<file path="src/rtl/net_engine_sink_pkg.sv">
// Shared types and constants for the net engine AXI4-Stream sink.
package net_engine_sink_pkg;

   typedef enum logic [1:0] {
      IDLE     = 2'd0,
      IN_FRAME = 2'd1,
      FULL     = 2'd2
   } sink_state_t;

   localparam int SINK_SLOT_W = 3;
   localparam int SINK_SUM_W  = 32;

endpackage

</file>
<file path="src/rtl/net_engine_sink_ram.sv">
// Simple dual-port capture RAM: one write port, one registered read port.
module net_engine_sink_ram #(
   parameter int DATA_W = 32,
   parameter int DEPTH  = 64,
   parameter int ADDR_W = $clog2(DEPTH)
) (
   input  logic              clk,
   input  logic              rst_n,
   input  logic              wr_en,
   input  logic [ADDR_W-1:0] wr_addr,
   input  logic [DATA_W-1:0] wr_data,
   input  logic              rd_en,
   input  logic [ADDR_W-1:0] rd_addr,
   output logic [DATA_W-1:0] rd_data
);

   logic [DATA_W-1:0] mem [DEPTH];
   logic [DATA_W-1:0] rd_data_reg;

   always_ff @(posedge clk) begin
      if (wr_en) begin
         mem[wr_addr] <= wr_data;
      end
   end

   always_ff @(posedge clk) begin
      if (!rst_n) begin
         rd_data_reg <= '0;
      end else if (rd_en) begin
         rd_data_reg <= mem[rd_addr];
      end
   end

   assign rd_data = rd_data_reg;

endmodule

</file>
<file path="src/rtl/net_engine_axis_sink.sv">
// AXI4-Stream sink: circular capture buffer, beat/frame counters, patterned backpressure.
// Optional per-frame byte checksum built when NET_ENGINE_SINK_CHECKSUM_EN is defined.
module net_engine_axis_sink
   import net_engine_sink_pkg::*;
#(
   parameter int C_S00_AXIS_TDATA_WIDTH = 32,
   parameter int C_SINK_DEPTH           = 64
) (
   input  logic                                s00_axis_aclk,
   input  logic                                s00_axis_aresetn,
   output logic                                s00_axis_tready,
   input  logic [C_S00_AXIS_TDATA_WIDTH-1:0]   s00_axis_tdata,
   input  logic [C_S00_AXIS_TDATA_WIDTH/8-1:0] s00_axis_tstrb,
   input  logic                                s00_axis_tlast,
   input  logic                                s00_axis_tvalid,
   input  logic [7:0]                          bp_pattern,
   input  logic                                clear,
   input  logic                                rd_en,
   output logic [C_S00_AXIS_TDATA_WIDTH-1:0]   rd_data,
   output logic                                rd_valid,
   output logic [$clog2(C_SINK_DEPTH):0]       fill_level,
   output logic [31:0]                         beat_count,
   output logic [31:0]                         frame_count,
   output logic [31:0]                         frame_sum,
   output logic                                in_frame
);

   localparam int AW = $clog2(C_SINK_DEPTH);
   localparam int LW = AW + 1;
   localparam int NB = C_S00_AXIS_TDATA_WIDTH / 8;
   localparam logic [LW-1:0] LEVEL_MAX = LW'(C_SINK_DEPTH);

   sink_state_t            state_reg, state_next;
   logic                   frame_rec_reg, frame_rec_next;
   logic [SINK_SLOT_W-1:0] slot_reg;
   logic [AW-1:0]          wr_ptr_reg, rd_ptr_reg;
   logic [LW-1:0]          fill_reg, fill_next;
   logic [31:0]            beat_count_reg, frame_count_reg;
   logic                   rd_valid_reg;
   logic                   ready, accept, rd_fire;

   assign ready   = s00_axis_aresetn && !clear && (state_reg != FULL) &&
                    (fill_reg < LEVEL_MAX) && bp_pattern[slot_reg];
   assign accept  = s00_axis_tvalid && ready;
   assign rd_fire = rd_en && (fill_reg != '0) && !clear;

   always_comb begin
      fill_next = fill_reg;
      if (accept && !rd_fire) begin
         fill_next = fill_reg + LW'(1);
      end else if (!accept && rd_fire) begin
         fill_next = fill_reg - LW'(1);
      end
   end

   // frame_rec holds the partial-frame state to restore when FULL drains
   always_comb begin
      state_next     = state_reg;
      frame_rec_next = frame_rec_reg;
      case (state_reg)
         IDLE:     if (accept && !s00_axis_tlast) state_next = IN_FRAME;
         IN_FRAME: if (accept && s00_axis_tlast) state_next = IDLE;
         FULL:     if (rd_fire) state_next = frame_rec_reg ? IN_FRAME : IDLE;
         default:  state_next = IDLE;
      endcase
      if (fill_next == LEVEL_MAX && state_reg != FULL) begin
         frame_rec_next = (state_next == IN_FRAME);
         state_next     = FULL;
      end
   end

   always_ff @(posedge s00_axis_aclk) begin
      if (!s00_axis_aresetn || clear) begin
         state_reg       <= IDLE;
         frame_rec_reg   <= 1'b0;
         slot_reg        <= '0;
         wr_ptr_reg      <= '0;
         rd_ptr_reg      <= '0;
         fill_reg        <= '0;
         beat_count_reg  <= '0;
         frame_count_reg <= '0;
         rd_valid_reg    <= 1'b0;
      end else begin
         state_reg     <= state_next;
         frame_rec_reg <= frame_rec_next;
         slot_reg      <= slot_reg + SINK_SLOT_W'(1);
         fill_reg      <= fill_next;
         rd_valid_reg  <= rd_fire;
         if (accept) begin
            wr_ptr_reg     <= wr_ptr_reg + AW'(1);
            beat_count_reg <= beat_count_reg + 32'd1;
            if (s00_axis_tlast) begin
               frame_count_reg <= frame_count_reg + 32'd1;
            end
         end
         if (rd_fire) begin
            rd_ptr_reg <= rd_ptr_reg + AW'(1);
         end
      end
   end

   net_engine_sink_ram #(
      .DATA_W (C_S00_AXIS_TDATA_WIDTH),
      .DEPTH  (C_SINK_DEPTH),
      .ADDR_W (AW)
   ) u_ram (
      .clk     (s00_axis_aclk),
      .rst_n   (s00_axis_aresetn),
      .wr_en   (accept),
      .wr_addr (wr_ptr_reg),
      .wr_data (s00_axis_tdata),
      .rd_en   (rd_fire),
      .rd_addr (rd_ptr_reg),
      .rd_data (rd_data)
   );

`ifdef NET_ENGINE_SINK_CHECKSUM_EN
   logic [SINK_SUM_W-1:0] lane_val [NB];
   logic [SINK_SUM_W-1:0] beat_sum;
   logic [SINK_SUM_W-1:0] run_sum_reg, frame_sum_reg;

   generate
      for (genvar gi = 0; gi < NB; gi++) begin : g_lane
         assign lane_val[gi] = s00_axis_tstrb[gi] ?
                               SINK_SUM_W'(s00_axis_tdata[gi*8 +: 8]) : '0;
      end
   endgenerate

   always_comb begin
      beat_sum = '0;
      for (int i = 0; i < NB; i++) begin
         beat_sum = beat_sum + lane_val[i];
      end
   end

   always_ff @(posedge s00_axis_aclk) begin
      if (!s00_axis_aresetn || clear) begin
         run_sum_reg   <= '0;
         frame_sum_reg <= '0;
      end else if (accept) begin
         if (s00_axis_tlast) begin
            frame_sum_reg <= run_sum_reg + beat_sum;
            run_sum_reg   <= '0;
         end else begin
            run_sum_reg <= run_sum_reg + beat_sum;
         end
      end
   end

   assign frame_sum = frame_sum_reg;
`else
   logic unused_strb;
   assign unused_strb = ^s00_axis_tstrb;
   assign frame_sum   = '0;
`endif

   assign s00_axis_tready = ready;
   assign rd_valid        = rd_valid_reg;
   assign fill_level      = fill_reg;
   assign beat_count      = beat_count_reg;
   assign frame_count     = frame_count_reg;
   assign in_frame        = (state_reg == IN_FRAME) || (state_reg == FULL && frame_rec_reg);

endmodule
</file>
<file path="config.mk">
export PLATFORM = sky130hd
export DESIGN_NAME = net_engine_axis_sink
export DESIGN_NICKNAME = d
export VERILOG_FILES = /design/src/rtl/net_engine_sink_pkg.sv /design/src/rtl/net_engine_sink_ram.sv /design/src/rtl/net_engine_axis_sink.sv
export SDC_FILE = /design/constraint.sdc
export NUM_CORES = 2
export LEC_CHECK = 0
export CAP_MARGIN = 20
export CORE_MARGIN = 1.5
export CORE_UTILIZATION = 55
export DETAILED_ROUTE_END_ITERATION = 6
export PLACE_DENSITY = 0.75
export SLEW_MARGIN = 20
export SYNTH_ARGS = -nofsm -noshare
export SYNTH_HDL_FRONTEND = slang
export SYNTH_HIERARCHICAL = 1
export SYNTH_SLANG_ARGS = --single-unit
</file>
<file path="constraint.sdc">
create_clock -name s00_axis_aclk -period 20.2 [get_ports s00_axis_aclk]
set_input_delay 6.06 -clock s00_axis_aclk [delete_from_list [all_inputs] [get_ports s00_axis_aclk]]
set_output_delay 6.06 -clock s00_axis_aclk [all_outputs]
set_load 0.05 [all_outputs]
</file>
==> tab_implementation.tex <==
\begin{tabular}{lr}
\hline
Metric & Value \\
\hline
\multicolumn{2}{l}{\textbf{Status}} \\
\quad Outcome & complete, no violations \\
\multicolumn{2}{l}{\textbf{Floorplanning}} \\
\quad Chip Width & 394 µm \\
\quad Die outline height & 394 µm \\
\quad Total I/O pin count & 188 \\
\quad Initial cell density of the core & 0.554 \\
\quad Std-Cell Rows & around 140 \\
\quad Core area & 0.152 mm² \\
\quad Die Area & 0.155 mm² \\
\multicolumn{2}{l}{\textbf{Finish}} \\
\quad P\&R area growth vs syn & 12.9\% \\
\quad Share of final-layout standard cells stronger than drive strength 1 & 0.205 \\
\quad Final core area utilization & 0.625 \\
\quad Number of flip-flops under the largest register name & 2048 \\
\quad Register containing the most flip-flops in the final layout & u\_ram/mem \\
\quad Number of nets at the end of the flow & between 4000 and 5000 \\
\multicolumn{2}{l}{\textbf{Timing}} \\
\quad Worst-case clock skew & 0.0290 ns \\
\quad Final Hold Viols & 0 \\
\quad Max-slew headroom at the worst pin & 0.133 \\
\quad Minimum period implied by the final worst setup slack & around 15 ns \\
\quad RSZ-0062 raised after global routing & false \\
\quad Max Slew Vio Count & 0 \\
\quad Peak Freq & 65.7 MHz \\
\quad Part of the cycle the worst path needs & 0.754 \\
\quad Least-Margin Pin Slew & 1.30 ns \\
\quad Hold slack final & between 0.4 and 0.5 ns \\
\quad Setup TNS & 0 ns \\
\quad \# setup viols final & 0 \\
\multicolumn{2}{l}{\textbf{Clocking}} \\
\quad CTS clock-pin slew for the worst setup and hold paths & 0.06 ns \\
\quad Total clock sinks & 2170 \\
\quad Buffers inserted during post-CTS setup optimization & 0 \\
\quad Number of resized instances in the post-cts repair step & 0 \\
\quad Deepest clock path buffer count & 3 \\
\quad Count of H-tree levels built during CTS & 4 \\
\quad CTS Buf Count & 205 \\
\quad Clock latency at the later pin of the worst-skew pair & 0.85 ns \\
\quad TritonCTS clock tree & built \\
\quad Hold\_buf cts & 0 \\
\quad Library cell used as clock root buffer & sky130\_fd\_sc\_hd\_\_clkbuf\_16 \\
\multicolumn{2}{l}{\textbf{Synth}} \\
\quad Yosys cell types & 71 \\
\quad Average footprint of a synthesized cell & 19.8 µm² \\
\quad Most used flip-flop cell after synthesis & sky130\_fd\_sc\_hd\_\_edfxtp\_1 \\
\quad Synthesis Warnings & 6 \\
\quad Top cells by count, synth & 2048 x sky130\_fd\_sc\_hd\_\_edfxtp\_1, 386 x sky130\_fd\_sc\_hd\_\_mux4\_2, 271 x sky130\_fd\_sc\_hd\_\_mux2i\_1 \\
\quad Number of flip-flops and latches in the synthesized netlist & 2170 \\
\quad Synthesized cell area & 0.0841 mm² \\
\quad Share of Yosys cell area claimed by the top area cell type & 0.731 \\
\quad Post-synth EDFFs & 2048 \\
\quad Portion of the post-synthesis area used by sequential elements & 0.760 \\
\quad Top cells by area, synth & sky130\_fd\_sc\_hd\_\_edfxtp\_1 73\%, sky130\_fd\_sc\_hd\_\_mux4\_2 10\%, sky130\_fd\_sc\_hd\_\_mux2i\_1 3.2\% \\
\quad Post-Syn Instances & 4241 \\
\quad Share of synthesized registers carrying an async set or reset & 0 \\
\quad Most frequent cell after synthesis & sky130\_fd\_sc\_hd\_\_edfxtp\_1 \\
\quad Largest area contributor in the netlist & sky130\_fd\_sc\_hd\_\_edfxtp\_1 \\
\multicolumn{2}{l}{\textbf{Place}} \\
\quad Placed wire-length estimate & 112000 µm \\
\quad Port Buffer Count & 151 \\
\quad Gpl congestion & 0.813 \\
\multicolumn{2}{l}{\textbf{Routing}} \\
\quad Remaining design rule violation count & 0 \\
\quad Pre-antenna DRT Iters & 6 \\
\quad Routed len/inst & 31.4 µm \\
\quad Violation count after the first detailed-route iteration & 5762 \\
\quad Routed Antenna Nets & 0 \\
\quad Per-cell via count in the routed design & 6.55 \\
\quad Count of vias placed by the detailed router & around 44000 \\
\quad Routed WL & between 200000 and 250000 µm \\
\multicolumn{2}{l}{\textbf{Setup path}} \\
\quad Cell at the slowest stage of the critical path & sky130\_fd\_sc\_hd\_\_clkdlybuf4s50\_1 \\
\quad R2r startpoint & rd\_ptr\_reg[0] \\
\quad Worst path most repeated cell & sky130\_fd\_sc\_hd\_\_clkdlybuf4s50\_1 \\
\quad CP arrival & 9.16 ns \\
\quad Launching element of the worst setup path & s00\_axis\_aresetn \\
\quad Critical setup path kind & primary input to primary output \\
\quad Required time at the worst-slack endpoint & 14.14 ns \\
\quad Maximum fanout encountered on the critical timing path & 88 \\
\quad Cell breakdown of the critical path & clkdlybuf4s50\_1, nand2b\_4, or3\_1, nor3\_1, clkdlybuf4s50\_1 \\
\quad Crit path buffers/inverters & 2 \\
\quad Crit-path max cell delay & roughly 0.84 ns \\
\quad Depth of the worst register-to-register path & 9 \\
\quad Startpoint types & primary input \\
\quad Capturing point of the worst reg2reg path & u\_ram/rd\_data[6] \\
\quad Kind of capture point of the worst setup path & primary output \\
\quad Slack of the worst reg-to-reg path & around 15 ns \\
\quad Category of cells accounting for the largest share of critical-path delay & buffers and inverters \\
\multicolumn{2}{l}{\textbf{Power}} \\
\quad Peak VDD IR & 0.0000712 V \\
\quad Power per cell area & between 90 and 100 mW/mm² \\
\quad Leakage & $\sim$28 nW \\
\multicolumn{2}{l}{\textbf{Worst hold path}} \\
\quad Destination of the worst hold path & frame\_rec\_reg \\
\quad Number of instances on the worst hold path & 2 \\
\quad Startpoint of the most critical hold path & frame\_rec\_reg \\
\quad Hold crit path type & flop to flop \\
\multicolumn{2}{l}{\textbf{Global routing}} \\
\quad Number of global-route vias before repair & 43600 \\
\quad Wire length of the first global-routing pass & 302000 µm \\
\quad Total congestion overflow & 0 \\
\quad Pin count of the biggest net entering global routing & between 100 and 150 \\
\quad Global-route total usage across every layer & 0.270 \\
\quad Initial antenna violation count & 6 \\
\multicolumn{2}{l}{\textbf{Flow run}} \\
\quad Max cap viols & 0 \\
\hline
\end{tabular}
-- how the worst max path moves through the flow --
stage                      endpoint  slack [ns]  cells after the start
finish              s00_axis_tready        4.98                      5
global route        s00_axis_tready        4.81                      5
CTS                 s00_axis_tready        5.00                      5
detailed placement  s00_axis_tready        5.01                      5
global placement    s00_axis_tready        4.97                      5
floorplan           s00_axis_tready        6.31                      5
-- placed cells by master (no fill, tap or decap), types with 23 or more instances in the layout --
cell	netlist	final
sky130_fd_sc_hd__mux4_2	386	386
sky130_fd_sc_hd__clkbuf_16	0	208
sky130_fd_sc_hd__nand4_1	29	29
sky130_fd_sc_hd__a221o_1	24	24
sky130_fd_sc_hd__o22ai_1	78	78
sky130_fd_sc_hd__conb_1	1	32
sky130_fd_sc_hd__xor2_1	37	37
sky130_fd_sc_hd__xnor2_1	28	28
sky130_fd_sc_hd__dfxtp_1	122	117
sky130_fd_sc_hd__nand2_1	75	74
sky130_fd_sc_hd__a31oi_1	42	42
sky130_fd_sc_hd__mux2_1	29	29
sky130_fd_sc_hd__clkdlybuf4s50_1	0	119
sky130_fd_sc_hd__clkinv_1	1	41
sky130_fd_sc_hd__nor2_4	0	62
sky130_fd_sc_hd__nor2_1	183	118
sky130_fd_sc_hd__o221ai_1	55	55
sky130_fd_sc_hd__a22oi_1	51	51
sky130_fd_sc_hd__edfxtp_1	2048	2048
sky130_fd_sc_hd__a21oi_1	82	82
sky130_fd_sc_hd__clkbuf_1	115	44
sky130_fd_sc_hd__and2_1	36	36
sky130_fd_sc_hd__nand3_1	43	43
sky130_fd_sc_hd__a221oi_1	37	37
sky130_fd_sc_hd__mux2_2	23	23
sky130_fd_sc_hd__buf_4	70	136
sky130_fd_sc_hd__o21ai_0	52	52
sky130_fd_sc_hd__clkinv_2	1	41
sky130_fd_sc_hd__mux2i_1	271	271
-- tightest hold or removal path: stages, from the launching register on --
cell	delay, ns
sky130_fd_sc_hd__dfxtp_1	0.32
sky130_fd_sc_hd__nand2_1	0.06
sky130_fd_sc_hd__mux2i_1	0.05
-- per-stage QoR --
step | total power [mW] | setup slack [ns] | instance area, µm² | cells
after floorplan | 5.07 | 6.31 | 84200 | 4272
final | 8.89 | 4.98 | 94900 | 6679
after detailed placement | 5.16 | 5.01 | 88000 | 6287
after CTS | 8.93 | 5.00 | 94800 | 6673
after global placement | 5.15 | 4.97 | 88000 | 6287
after global routing | 9.11 | 4.81 | 94900 | 6675
-- cell type report --
class / count / area (µm²)
flip-flops and latches: 2170 / 64000
fillers: 10100 / 57000
diodes: 4 / 10.0
well taps: 2030 / 2540
multi-input cells: 1806 / 19200
inverters: 18 / 68.8
clock buffers: 266 / 5560
repair buffers: 265 / 2350
clock inverters: 120 / 1200
-- where the power goes --
part           switching [mW]  internal, mW
clock                    1.64          2.20
combinational           0.112        0.0267
sequential            0.00363          4.92
total                    1.75          7.14
-- metal layers --
layer	global-route usage	part of all wire
met1	0.376	0.38
met2	0.425	0.48
met5	0	0.00031
met3	0.0639	0.11
met4	0.0911	0.033
-- logic make-up (layout without fill, tap and decap cells) --
logic type,Yosys count,count (layout),share of synthesized area
flip-flops,2170,2170,0.760
multiplexers,709,709,0.143
AO/OA/AOI/OAI,515,515,0.0426
AND/OR/NAND/NOR,477,477,0.0276
buffers and inverters,296,669,0.0188
XOR/XNOR,65,65,0.00677
adder cells (fa/ha/maj),8,8,0.00119
other,1,36,0.0000446
Power figures use the tool's default switching activity.
